**src/rtl/bike_counter_pkg.sv**
```systemverilog
// Shared types for the bike counter family: FSM state encoding and mode constants.
package bike_counter_pkg;
  typedef enum logic [1:0] {
    IDLE = 2'd0,
    RUN  = 2'd1,
    DONE = 2'd2
  } cnt_state_t;

  localparam logic MODE_ONESHOT = 1'b0;
  localparam logic MODE_BARREL  = 1'b1;
endpackage

```
**src/rtl/bike_counter_dec.sv**
```systemverilog
// Loadable down-counter with start/busy/done handshake; one-shot or barrel (auto-reload) mode.
module bike_counter_dec
  import bike_counter_pkg::*;
#(
  parameter int SIZE      = 5,
  parameter int MAX_VALUE = 20
) (
  input  logic            clk,
  input  logic            reset,
  input  logic            start,
  input  logic [SIZE-1:0] load_val,
  input  logic            mode,
  input  logic            enable,
  input  logic            abort,
  output logic [SIZE-1:0] cnt_out,
  output logic            busy,
  output logic            done,
  output logic            wrap
);

  localparam logic [SIZE-1:0] MAX_V = SIZE'(MAX_VALUE);

  cnt_state_t      state_q, state_d;
  logic [SIZE-1:0] cnt_q, cnt_d;
  logic [SIZE-1:0] reload_q, reload_d;
  logic            mode_q, mode_d;
  logic            busy_q, busy_d;
  logic            done_q, done_d;
  logic            wrap_q, wrap_d;
  logic [SIZE-1:0] load_sat;

  assign load_sat = (load_val > MAX_V) ? MAX_V : load_val;

  always_comb begin
    state_d  = state_q;
    cnt_d    = cnt_q;
    reload_d = reload_q;
    mode_d   = mode_q;
    wrap_d   = 1'b0;
    unique case (state_q)
      RUN: begin
        if (abort) begin
          state_d = IDLE;
          cnt_d   = '0;
        end else if (enable) begin
          if (cnt_q != '0) begin
            cnt_d = cnt_q - SIZE'(1);
          end else if (mode_q == MODE_BARREL) begin
            cnt_d  = reload_q;
            wrap_d = 1'b1;
          end else begin
            state_d = DONE;
          end
        end
      end
      default: begin
        // IDLE and DONE share load handling; DONE accepts start for back-to-back runs.
        if (abort) begin
          state_d = IDLE;
          cnt_d   = '0;
        end else if (start) begin
          state_d  = RUN;
          cnt_d    = load_sat;
          reload_d = load_sat;
          mode_d   = mode;
        end else begin
          state_d = IDLE;
        end
      end
    endcase
    busy_d = (state_d == RUN);
    done_d = (state_d == DONE);
  end

  always_ff @(posedge clk or posedge reset) begin
    if (reset) begin
      state_q  <= IDLE;
      cnt_q    <= '0;
      reload_q <= '0;
      mode_q   <= MODE_ONESHOT;
      busy_q   <= 1'b0;
      done_q   <= 1'b0;
      wrap_q   <= 1'b0;
    end else begin
      state_q  <= state_d;
      cnt_q    <= cnt_d;
      reload_q <= reload_d;
      mode_q   <= mode_d;
      busy_q   <= busy_d;
      done_q   <= done_d;
      wrap_q   <= wrap_d;
    end
  end

  assign cnt_out = cnt_q;
  assign busy    = busy_q;
  assign done    = done_q;
  assign wrap    = wrap_q;

endmodule

```
**config.mk**
```make
export PLATFORM = sky130hd
export DESIGN_NAME = bike_counter_dec
export DESIGN_NICKNAME = d
export VERILOG_FILES = /design/src/rtl/bike_counter_pkg.sv /design/src/rtl/bike_counter_dec.sv
export SDC_FILE = /design/constraint.sdc
export NUM_CORES = 1
export LEC_CHECK = 0
export BUFFER_PORTS_ARGS = -buffer_cell sky130_fd_sc_hd__clkbuf_2
export CAP_MARGIN = 20
export CORE_AREA = 2 2 56 58
export DETAILED_ROUTE_END_ITERATION = 6
export DIE_AREA = 0 0 58 60
export SLEW_MARGIN = 20
export SYNTH_ARGS = -nofsm -noshare
export SYNTH_HDL_FRONTEND = slang
export SYNTH_SLANG_ARGS = --single-unit
```
**constraint.sdc**
```tcl
create_clock -name clk -period 4.1 [get_ports clk]
set_input_delay 0.205 -clock clk [delete_from_list [all_inputs] [get_ports clk]]
set_output_delay 0.205 -clock clk [all_outputs]
set_load 0.03 [all_outputs]
```
==> out/results.ini <==
[finish]
layout-drive-gt1-share_pct=25.2
final_nets=117
finalCoreUtilization_pct=33.5
fillCellCount=305
final_common_cell=clkbuf_2
finalInstanceArea_um2=972
diodes=0
final_cell_mix=18 x clkbuf_2, 16 x dfrtp_1, 9 x nand2_1, 8 x o21ai_0
syn2layout_area_growth_pct=18.6

[power]
p_int_mw=0.281
ir_drop_v=0.000216
power_frac_comb_pct=35.2
p_sw_share_pct=37.2
power_density_nw_per_um2=460
p_switching_mw=0.166
leakage_nw=0.447
pwr-share-seq_pct=47.5
p_clk_share_pct=17.3
fin_total_pwr_mw=0.448

[timing]
setup_violations=0
fmax_mhz=502
finalSetupTns_ps=0
timing.hold.ws_ps=164
hold_viol=0
relSlewSlack_pct=48.8
finalCriticalPeriod_ps=1990
fin_worst_skew_ps=2.59
worst_pin_slew_ps=758
finalCritPeriodShare_pct=48.6
slew_viol_final=0
rsz0062_at_grt=false

[yosys]
synth_top_family_by_area=simple AND/OR/NAND/NOR gates
synthesis.instances=82
yosys.area_share.adder_pct=1.53
muxShareOfSynthArea_pct=2.75
synth_compound_area_share_pct=20.9
ys.flop_type=dfrtp_1
syn_avg_cell_area_um2=9.99
synth-seq-cells=16
ys.warnings.count=0
ys_seq_area_share_pct=48.9
ys_async_sr_fraction_pct=100
synth_xor_area_share_pct=0
synth_cell_types=32
yosys.area_share.simple_pct=22.3
synth_edf_count=0
syn_area_um2=820
syn-num-nets=94

[global_route]
antenna_found_initial=0
grt_usage_pct=11.1
grt_max_degree=17
grt_first_pass_wirelength_mm=2.85
globalRouteOverflowTotal=0
grt_pass1_vias=624

[routing]
dr_total_vias=668
ant_nets=0
wl_per_cell_um=12.9
drc=0
drt-total-wl_mm=1.75
drtPass1Iterations=4
drt_iter0_drc=29
vias_per_cell=4.91

[setup_path]
worstSetupPathType=flip-flop to flip-flop
critPathMaxFanout=6
path_buf_inv=1
crit_arrival_ps=2130
critPathLaunchType=flip-flop
crit_family=simple AND/OR/NAND/NOR gates
crit_path_end_kind=flip-flop
cp_slowest_stage_delay_ps=630
worstPathRequired_ps=4240
cp_slowest_cell=nor4b_1
path_cells=inv_1 -> ha_1 -> nor4b_1 -> nand2_1 -> nor2_1 -> o21ai_0

[place]
placed_cell_area_um2=940
gp_congestion=0.831
dp_hpwl_mm=1.33
portBuffers=18

[floorplan]
die_y_um=60
rows=20
initial_core_util_pct=28.2
die_x_um=58
dieArea_um2=3480
core_area_um2=2900
io_pins=19

[cts]
cts_max_level=1
clk_latency_ps=280
clk_pin_slew_ps=80
cts_root_buf=clkbuf_4
cts_tree=yes
cts_buffers=3
cts_sinks=16
cts_buffer_depth=2
postCtsSetupBuffers=0

[hold_path]
hold_path.class=primary input to flip-flop

[flow_run]
maxCapViolations=0

[outcome]
status=complete, no violations

## cell families after synthesis
family | Yosys count
simple gates | 32
compound gates | 25
flops | 16
buf+inv | 6
mux | 2
fa+ha+maj | 1
## power by group through the flow
stage	Sequential, mW	Clock, mW	Combinational (mW)
detailed placement	0.215	0	0.155
global route	0.216	0.0905	0.172
CTS	0.212	0.0810	0.157
finish	0.213	0.0774	0.158
global placement	0.214	0	0.157
floorplan	0.232	0	0.0955
## layer usage
metal  global-route usage, %  routed length [um]
met5                       0                   0
met4                    6.98                  21
met3                    2.81                  66
met2                    15.7                 782
met1                    14.9                 878
## sequential cells by signal, indices dropped and copies added (netlist names)
name and flops:
busy 1, wrap 1, state_q 2, done 1, reload_q 5, cnt_out 5, mode_q 1
## stage by stage
stage,instances,setup slack (ps)
final,136,2110
after global routing,136,1980
after CTS,136,2130
after detailed placement,132,2150
after global placement,132,2180
after floorplan,82,2190
## synthesized netlist by cell type (all sizes together), types with 2 or more instances
cell type	n	area [um2]
a21oi	5	25.0
a22o	2	17.5
and2	2	13.8
dfrtp	16	400
inv	5	18.8
mux2	2	22.5
nand2	9	33.8
nand2b	2	12.5
nand3	2	10.0
nor2	3	11.3
nor3	4	20.0
nor3b	2	15.0
o21ai	8	40.0
o2bb2ai	2	17.5
or3b	2	17.5
## path summary, 6_finish.rpt
path                       cells past startpoint                      end  slack [ps]               startpoint
hold reg to reg                                2  reload_q[3]$_DFFE_PP0P_         490  reload_q[3]$_DFFE_PP0P_
min in group asynchronous                      3   cnt_out[0]$_DFFE_PP0P_         520                    reset
setup reg to reg                               6           busy$_DFF_PP0_        2110   cnt_out[0]$_DFFE_PP0P_
hold / removal                                 2       mode_q$_DFFE_PP0P_         160                     mode
max in group asynchronous                      3       mode_q$_DFFE_PP0P_        3200                    reset
setup / recovery                               6           busy$_DFF_PP0_        2110   cnt_out[0]$_DFFE_PP0P_
## repair_timing
item	4_1_cts	5_1_grt
gates resized for setup	0	0
hold buffers	1	0
hold endpoints to repair	16	0
## cell type report
cell class | instances | area [um2] | area share, %
clock buffers | 3 | 22.5 | 2.32
inverters | 5 | 18.8 | 1.93
multi-input cells | 60 | 389 | 40.0
flip-flops and latches | 16 | 400 | 41.2
well taps | 33 | 41.3 | 4.25
repair buffers | 19 | 100 | 10.3
No activity file was read; power rests on OpenSTA's default activity.
